--- src/rtl/secuenciador_pruebas_pkg.sv ---
// Shared types and constants for the register-write test sequencer.
// Latency: n/a (types, constants and an elaboration-time helper only).
// Backpressure: n/a.
`timescale 1ns/1ps
package secuenciador_pkg;

    // Sequencer states, in the order the write sequence walks through them.
    typedef enum logic [2:0] {
        IDLE      = 3'd0,
        WR_DATO   = 3'd1,
        WR_SEND   = 3'd2,
        WAIT_DONE = 3'd3,
        WR_CLR    = 3'd4
    } estado_t;

    // Register-bus targets on the peripheral.
    localparam logic ADDR_DATO = 1'b0;
    localparam logic ADDR_CTRL = 1'b1;

    // Default control-register commands.
    localparam int unsigned CMD_SEND_DEF = 32'd1;
    localparam int unsigned CMD_CLR_DEF  = 32'd3;

    // Bits needed to hold 0..n-1, never fewer than one.
    function automatic int ancho_contador(input int n);
        return (n > 1) ? $clog2(n) : 1;
    endfunction

endpackage

--- src/rtl/secuenciador_pruebas_if.sv ---
// Payload handshake plus peripheral register-write bus of the test sequencer.
// Latency: n/a (wires only).
// Backpressure: dato_ready_o gates dato_valid_i; the register bus has none.
//
// Modports:
//   master - the sequencer: takes the payload stream and done flag, drives
//            ready and the register write strobe/address/data.
//   slave  - the stimulus source plus peripheral side, the opposite view.
`timescale 1ns/1ps
interface secuenciador_pruebas_if #(
    parameter int DATA_W = 8,
    parameter int BUS_W  = 32
);
    logic [DATA_W-1:0] dato_i;
    logic              dato_valid_i;
    logic              dato_ready_o;
    logic              wr_o;
    logic              addr_o;
    logic [BUS_W-1:0]  entrada_o;
    logic              done_i;

    modport master (
        input  dato_i, dato_valid_i, done_i,
        output dato_ready_o, wr_o, addr_o, entrada_o
    );

    modport slave (
        output dato_i, dato_valid_i, done_i,
        input  dato_ready_o, wr_o, addr_o, entrada_o
    );
endinterface

--- src/rtl/secuenciador_pruebas_contador_timeout.sv ---
// Loadable down-counter bounding the wait for the peripheral's done flag.
// Latency: expirado_o reflects the registered count (one cycle after clr/en).
// Backpressure: none; holds at zero once expired until reloaded.
//
// Ports:
//   clk, rst    - clock, asynchronous active-high reset (count -> 0)
//   clr_i       - reload the count with valor_i (has priority over en_i)
//   en_i        - decrement by one while the count is non-zero
//   valor_i     - reload value
//   expirado_o  - count is zero
`timescale 1ns/1ps
module contador_timeout #(
    parameter int W = 8
) (
    input  logic         clk,
    input  logic         rst,
    input  logic         clr_i,
    input  logic         en_i,
    input  logic [W-1:0] valor_i,
    output logic         expirado_o
);
    logic [W-1:0] cnt;

    always_ff @(posedge clk or posedge rst) begin
        if (rst) begin
            cnt <= '0;
        end else if (clr_i) begin
            cnt <= valor_i;
        end else if (en_i && (cnt != '0)) begin
            cnt <= cnt - 1'b1;
        end
    end

    assign expirado_o = (cnt == '0);
endmodule

--- src/rtl/secuenciador_pruebas.sv ---
// Accepts a payload word and issues data write, send command, wait for done, clear command.
// Latency: data write the cycle after accept; minimum 5 cycles from accept to next ready.
// Backpressure: dato_ready_o is high only in IDLE, so one payload is taken per sequence.
//
// Ports:
//   clk, rst  - clock (rising edge), asynchronous active-high reset
//   bus       - secuenciador_pruebas_if.master: payload handshake, done flag,
//               register write strobe / address / data
//   busy_o    - a sequence is in progress
//   error_o   - the last sequence ended on timeout (sticky until next accept)
//   cuenta_o  - completed (non-timed-out) sequences, wraps silently
//
// Build option: define SECUENCIADOR_TIMEOUT_EN to bound WAIT_DONE to TIMEOUT
// cycles and enable error_o; otherwise the wait is unbounded, error_o is 0
// and TIMEOUT only takes part in the parameter sanity check.
`timescale 1ns/1ps
module secuenciador_pruebas
    import secuenciador_pkg::*;
#(
    parameter int          DATA_W   = 8,
    parameter int          BUS_W    = 32,
    parameter int unsigned CMD_SEND = CMD_SEND_DEF,
    parameter int unsigned CMD_CLR  = CMD_CLR_DEF,
    parameter int          TIMEOUT  = 255,
    parameter int          COUNT_W  = 16
) (
    input  logic                  clk,
    input  logic                  rst,
    secuenciador_pruebas_if.master bus,
    output logic                  busy_o,
    output logic                  error_o,
    output logic [COUNT_W-1:0]    cuenta_o
);
    if ((DATA_W < 1) || (DATA_W > BUS_W) || (TIMEOUT < 1) || (COUNT_W < 1)) begin : g_param_invalido
        $error("secuenciador_pruebas: need 1 <= DATA_W <= BUS_W, TIMEOUT >= 1, COUNT_W >= 1");
    end

    estado_t             estado;
    estado_t             estado_sig;
    logic [DATA_W-1:0]   dato_q;
    logic                ready_q;
    logic                error_q;
    logic [COUNT_W-1:0]  cuenta_q;
    logic                acepta;
    logic                timeout_fin;

    // ready_q is only ever high in IDLE, so it alone qualifies the handshake.
    assign acepta = bus.dato_valid_i & ready_q;

`ifdef SECUENCIADOR_TIMEOUT_EN
    localparam int TO_W = ancho_contador(TIMEOUT);

    logic expirado;

    // Loaded with TIMEOUT-1 during the send write, so it reaches zero in the
    // TIMEOUT-th WAIT_DONE cycle; a done in that same cycle still wins.
    contador_timeout #(
        .W (TO_W)
    ) u_contador_timeout (
        .clk        (clk),
        .rst        (rst),
        .clr_i      (estado == WR_SEND),
        .en_i       ((estado == WAIT_DONE) && !bus.done_i),
        .valor_i    (TO_W'(TIMEOUT - 1)),
        .expirado_o (expirado)
    );

    assign timeout_fin = (estado == WAIT_DONE) && expirado && !bus.done_i;

    always_ff @(posedge clk or posedge rst) begin
        if (rst) begin
            error_q <= 1'b0;
        end else if (acepta) begin
            error_q <= 1'b0;
        end else if (timeout_fin) begin
            error_q <= 1'b1;
        end
    end
`else
    assign timeout_fin = 1'b0;
    assign error_q     = 1'b0;
`endif

    always_ff @(posedge clk or posedge rst) begin
        if (rst) begin
            estado <= IDLE;
        end else begin
            estado <= estado_sig;
        end
    end

    always_comb begin
        estado_sig = estado;
        case (estado)
            IDLE:      if (acepta) estado_sig = WR_DATO;
            WR_DATO:   estado_sig = WR_SEND;
            WR_SEND:   estado_sig = WAIT_DONE;
            WAIT_DONE: if (bus.done_i || timeout_fin) estado_sig = WR_CLR;
            WR_CLR:    estado_sig = IDLE;
            default:   estado_sig = IDLE;
        endcase
    end

    // Ready is registered from the next state: low throughout reset, high in
    // the first cycle after release and in every IDLE cycle after that.
    always_ff @(posedge clk or posedge rst) begin
        if (rst) begin
            ready_q  <= 1'b0;
            dato_q   <= '0;
            cuenta_q <= '0;
        end else begin
            ready_q <= (estado_sig == IDLE);
            if (acepta) begin
                dato_q <= bus.dato_i;
            end
            if ((estado == WR_CLR) && !error_q) begin
                cuenta_q <= cuenta_q + 1'b1;
            end
        end
    end

    // Register-bus decode from state alone; address and data are zero
    // whenever no write is strobed.
    always_comb begin
        bus.wr_o      = 1'b0;
        bus.addr_o    = 1'b0;
        bus.entrada_o = '0;
        case (estado)
            WR_DATO: begin
                bus.wr_o      = 1'b1;
                bus.addr_o    = ADDR_DATO;
                bus.entrada_o = BUS_W'(dato_q);
            end
            WR_SEND: begin
                bus.wr_o      = 1'b1;
                bus.addr_o    = ADDR_CTRL;
                bus.entrada_o = BUS_W'(CMD_SEND);
            end
            WR_CLR: begin
                bus.wr_o      = 1'b1;
                bus.addr_o    = ADDR_CTRL;
                bus.entrada_o = BUS_W'(CMD_CLR);
            end
            default: ;
        endcase
    end

    assign bus.dato_ready_o = ready_q;
    assign busy_o           = (estado != IDLE);
    assign error_o          = error_q;
    assign cuenta_o         = cuenta_q;
endmodule

--- src/flat_wrapper.sv ---
// flat-port wrapper written by rule: the top's interface ports become plain ports
module secuenciador_pruebas_flat import secuenciador_pkg::*;
#(
    parameter int          DATA_W   = 8,
    parameter int          BUS_W    = 32,
    parameter int unsigned CMD_SEND = CMD_SEND_DEF,
    parameter int unsigned CMD_CLR  = CMD_CLR_DEF,
    parameter int          TIMEOUT  = 255,
    parameter int          COUNT_W  = 16
)
  (clk, rst, busy_o, error_o, cuenta_o, bus_dato_i, bus_dato_valid_i, bus_done_i, bus_dato_ready_o, bus_wr_o, bus_addr_o, bus_entrada_o);
  secuenciador_pruebas_if #(.DATA_W(DATA_W), .BUS_W(BUS_W)) bus_i ();
  input  logic clk;
  input  logic rst;
  output logic busy_o;
  output logic error_o;
  output logic [COUNT_W-1:0] cuenta_o;
  input wire logic [$bits(bus_i.dato_i)-1:0] bus_dato_i;
  input wire logic [$bits(bus_i.dato_valid_i)-1:0] bus_dato_valid_i;
  input wire logic [$bits(bus_i.done_i)-1:0] bus_done_i;
  output wire logic [$bits(bus_i.dato_ready_o)-1:0] bus_dato_ready_o;
  output wire logic [$bits(bus_i.wr_o)-1:0] bus_wr_o;
  output wire logic [$bits(bus_i.addr_o)-1:0] bus_addr_o;
  output wire logic [$bits(bus_i.entrada_o)-1:0] bus_entrada_o;
  assign bus_i.dato_i = bus_dato_i;
  assign bus_i.dato_valid_i = bus_dato_valid_i;
  assign bus_i.done_i = bus_done_i;
  assign bus_dato_ready_o = bus_i.dato_ready_o;
  assign bus_wr_o = bus_i.wr_o;
  assign bus_addr_o = bus_i.addr_o;
  assign bus_entrada_o = bus_i.entrada_o;
  secuenciador_pruebas #(.DATA_W(DATA_W), .BUS_W(BUS_W), .CMD_SEND(CMD_SEND), .CMD_CLR(CMD_CLR), .TIMEOUT(TIMEOUT), .COUNT_W(COUNT_W)) u_core (.clk(clk), .rst(rst), .bus(bus_i), .busy_o(busy_o), .error_o(error_o), .cuenta_o(cuenta_o));
endmodule
--- config.mk ---
export PLATFORM = sky130hd
export DESIGN_NAME = secuenciador_pruebas_flat
export DESIGN_NICKNAME = d
export VERILOG_FILES = /design/src/rtl/secuenciador_pruebas_pkg.sv /design/src/rtl/secuenciador_pruebas_if.sv /design/src/rtl/secuenciador_pruebas_contador_timeout.sv /design/src/rtl/secuenciador_pruebas.sv /design/src/flat_wrapper.sv
export SDC_FILE = /design/constraint.sdc
export NUM_CORES = 1
export LEC_CHECK = 0
export CAP_MARGIN = 20
export CORE_AREA = 3 3 67 69
export CTS_CLUSTER_DIAMETER = 50
export DETAILED_ROUTE_END_ITERATION = 7
export DIE_AREA = 0 0 70 72
export PLACE_DENSITY = 0.81
export SLEW_MARGIN = 20
export SYNTH_ARGS = -nofsm -noshare
export SYNTH_HDL_FRONTEND = slang
export SYNTH_SLANG_ARGS = --single-unit
--- constraint.sdc ---
create_clock -name clk -period 1.45 [get_ports clk]
set_clock_uncertainty 0.1 [all_clocks]
set_input_delay 0.29 -clock clk [delete_from_list [all_inputs] [get_ports clk]]
set_output_delay 0.29 -clock clk [all_outputs]
set_load 0.01 [all_outputs]
==> impl_results.md <==
- Largest family of logic cells by synthesized area: simple AND/OR/NAND/NOR gates
- Slowest CP cell: dfrtp_2
- Register bit total from synthesis: 28
- Hold Buf Count CTS: 0
- Gate Count Post-Synth: 137
- Post-Syn Area: 0.001494 mm2
- RSZ-0062 raised after global routing: yes
- HPWL after detailed placement: 2.187 mm
- Final Max Slew Viols: 0
- Port Buf Inserts: 39
- EDFF count, synth: 0
- CTS tree: done
- Largest cells by area after synthesis: dfrtp_1 (47%), buf_4 (13%), mux2_2 (6.8%), xnor2_1 (5.3%), xor2_1 (4.1%)
- Core area: 0.003971 mm2
- Clk buf depth: 2
- Die area: 0.005040 mm2
- Crit path DAT: 1.38 ns
- Drt first pass iters: 3
- Pwr dens: 1371 mW/mm2
- Failing checks: setup timing
- Post-synth ARST share: 100.0%
- Pre-CTS setup slack: -0.4070 ns
- Leak: 1.161 nW
- CTS clk-pin slew, worst paths: 0.09 ns
- Crit path max fanout: 4
- Flop2flop setup slack: -0.20 ns
- Final setup vio count: 23
- Clock sinks: 28
- Synth Area in XOR/XNOR: 9.380%
- Initial Util: 37.62%
- Vias per inst: 4.348
- Setup TNS: -4.791 ns
- Tightest Hold Check Type: input pin to asynchronous set/reset pin
- Residual DRC: 0
- First-pass GRT wire length: 4.864 mm
- Die boundary width: 70 um
- Largest net degree at the start of global routing: 19
- Reg2reg start: u_core.estado[2]
- Post-synthesis sequential area ratio: 46.90%
- Critical path, cell by cell: xnor2_1 > nor2_1 > buf_4 > a21o_1 > buf_6
- Mean area per synthesized cell: 10.90 um2
- Reg2Reg Depth: 6
- Global-route usage over all layers: 12.20%
- Netlist cell types: 30
- Area growth, synth to finish: 43.05%
- Area leader, netlist: dfrtp_1
- Complex-gate fraction of the synthesized area: 2.010%
- Final Cycle Share: 122.1%
- Final hold violation count: 0
- Synth top area share: 46.90%
- Vert. Die Dim: 72 um
- Crit path kind: flip-flop to output port
- Ratio of cells with drive above 1 in the final layout: 34.47%
- Top_reg_cell synth: dfrtp_1
- Simple-Gate Fraction of Synth Area: 19.93%
- Routed WL: 2.959 mm
- Max cap viols: 0
- GPL Wtd Cong: 0.7581
- Worst r2r dst: u_core.cuenta_o[13]
- Grt ovf: 0
- Row count: 23
- Tmin final: 1.771 ns
- Cell area after layout: 0.002137 mm2
- Worst setup EP type: output port
- Vias in the first global route: 1,040
- Vias: 1,113
- Mux share of post-synthesis cell area: 6.784%
- Fillers: 362
- Multi-input gate area: 734.5 um2
- Fmax: 0.5647 GHz
- Clk Latency, worst-skew pair: 0.27 ns
- H-tree levels: 1
- Total power: 2.930 mW
- Buf/Inv on CP: 2
- Element type at the critical path start: flip-flop
- Post-Synth Adder-Cell Area: 0.8375%
- Initial antenna violation count: 0
- Clk root buf: clkbuf_8
- FF+latch area: 701.9 um2
- I/O pin count: 65
- Drt wl/cell: 11.56 um
- Iteration-0 DRC Markers: 30
- CP Data Required Time: 1.06 ns
- Placed inst area: 0.001986 mm2
- CP delay by family, top: flip-flops
- CP max stage delay: 0.46 ns
- Status: finished with violations
- Synthesis warning total: 0
- Setup WS post-layout: -0.3209 ns
- Number of routed nets with antenna violations: 0
- CTS Buf Count: 3
- Maximum VDD drop: 0.7020 mV
- ANT cells: 0
- Fin nets: 221
==> routing by layer <==
layer	global-route usage, %	wire length, um
met4	3.830	34
met1	16.23	1361
met3	2.632	159
met2	20.04	1403
met5	0	0
==> sequential cells by signal, indices dropped and copies added, names as in the netlist <==
name and cells:
u_core.estado 3, u_core.bus.dato_ready_o 1, u_core.cuenta_o 16, u_core.dato_q 8
==> tightest hold or removal path, cell delays in order <==
cell             delay [ns]
clkdlybuf4s50_1        0.39
inv_1                  0.06
buf_4                  0.18
==> per-stage QoR <==
step	utilization (%)	instances	hold WS, ns
floorplan	-	161	0.2554
global placement	50.00	240	0.3617
detailed placement	50.00	240	0.3578
CTS	52.46	253	0.2077
global route	53.81	256	0.2104
finish	53.81	256	0.2000
==> how the worst max path moves through the flow <==
stage / startpoint / end / slack (ns) / depth (start not counted)
after global routing: u_core.estado[1] / bus_entrada_o[0] / -0.39 / 5
after global placement: u_core.estado[2] / bus_entrada_o[2] / -0.36 / 4
after CTS: u_core.estado[1] / bus_entrada_o[2] / -0.33 / 5
after detailed placement: u_core.estado[2] / bus_entrada_o[2] / -0.41 / 4
after floorplan: u_core.estado[2] / bus_wr_o / -0.006 / 4
final: u_core.estado[2] / bus_entrada_o[0] / -0.32 / 5
==> power by group <==
part           total [mW]  internal [mW]  leakage, nW  switching (mW)
combinational        1.40          0.826        0.777           0.575
sequential           1.10          0.976        0.362           0.125
clock               0.428          0.187       0.0216           0.241
total                2.93           1.99         1.16           0.941
==> area by class of cell <==
class                      count  share of cell area (%)
inverter                       2                  0.3513
tap                           50                   2.927
sequential                    28                   32.85
multi-input combinational    103                   34.37
clock buffer                   3                   1.932
timing repair buffer          70                   27.58
==> cell usage after synthesis, types with 2 or more instances <==
cell type  instances
and3_1             4
dfrtp_1           28
nand2_1            8
nor3_2             3
xor2_1             7
xnor2_1            9
nor2_1             7
buf_4             25
inv_1              2
and2_1             8
clkbuf_1           2
nand4_1            3
a21o_1             2
nand3_1            3
mux2_2             9
a21oi_1            3
==> layout by cell type (no fill, tap or decap), drive strengths merged, types with 2 or more instances in the layout <==
cell type	count
clkbuf	3
and3	4
clkdlybuf4s50	11
buf	42
nor2	7
mux2	9
xor2	7
xnor2	9
dfrtp	28
nor3	4
a21o	2
nand2	8
inv	2
conb	25
nand3	3
a21oi	3
and2	8
nand4	4
dlygate4sd2	17
==> logic make-up (layout without fill, tap and decap cells) <==
logic type / Yosys count / in the layout
DFF: 28 / 28
muxes: 9 / 9
xor gates and xnor gates: 16 / 16
buffers and inverters: 30 / 75
adders and majority gates: 1 / 1
other: 1 / 25
and+or+nand+nor: 47 / 47
AOI/OAI and AO/OA: 5 / 5
==> timing repair <==
action	in CTS	in global routing
pin swaps	13	8
hold endpoints to repair	0	0
gates resized for setup	72	8
setup buffers	10	4
endpoints found under the setup margin	39	25
Power figures use the tool's default switching activity.
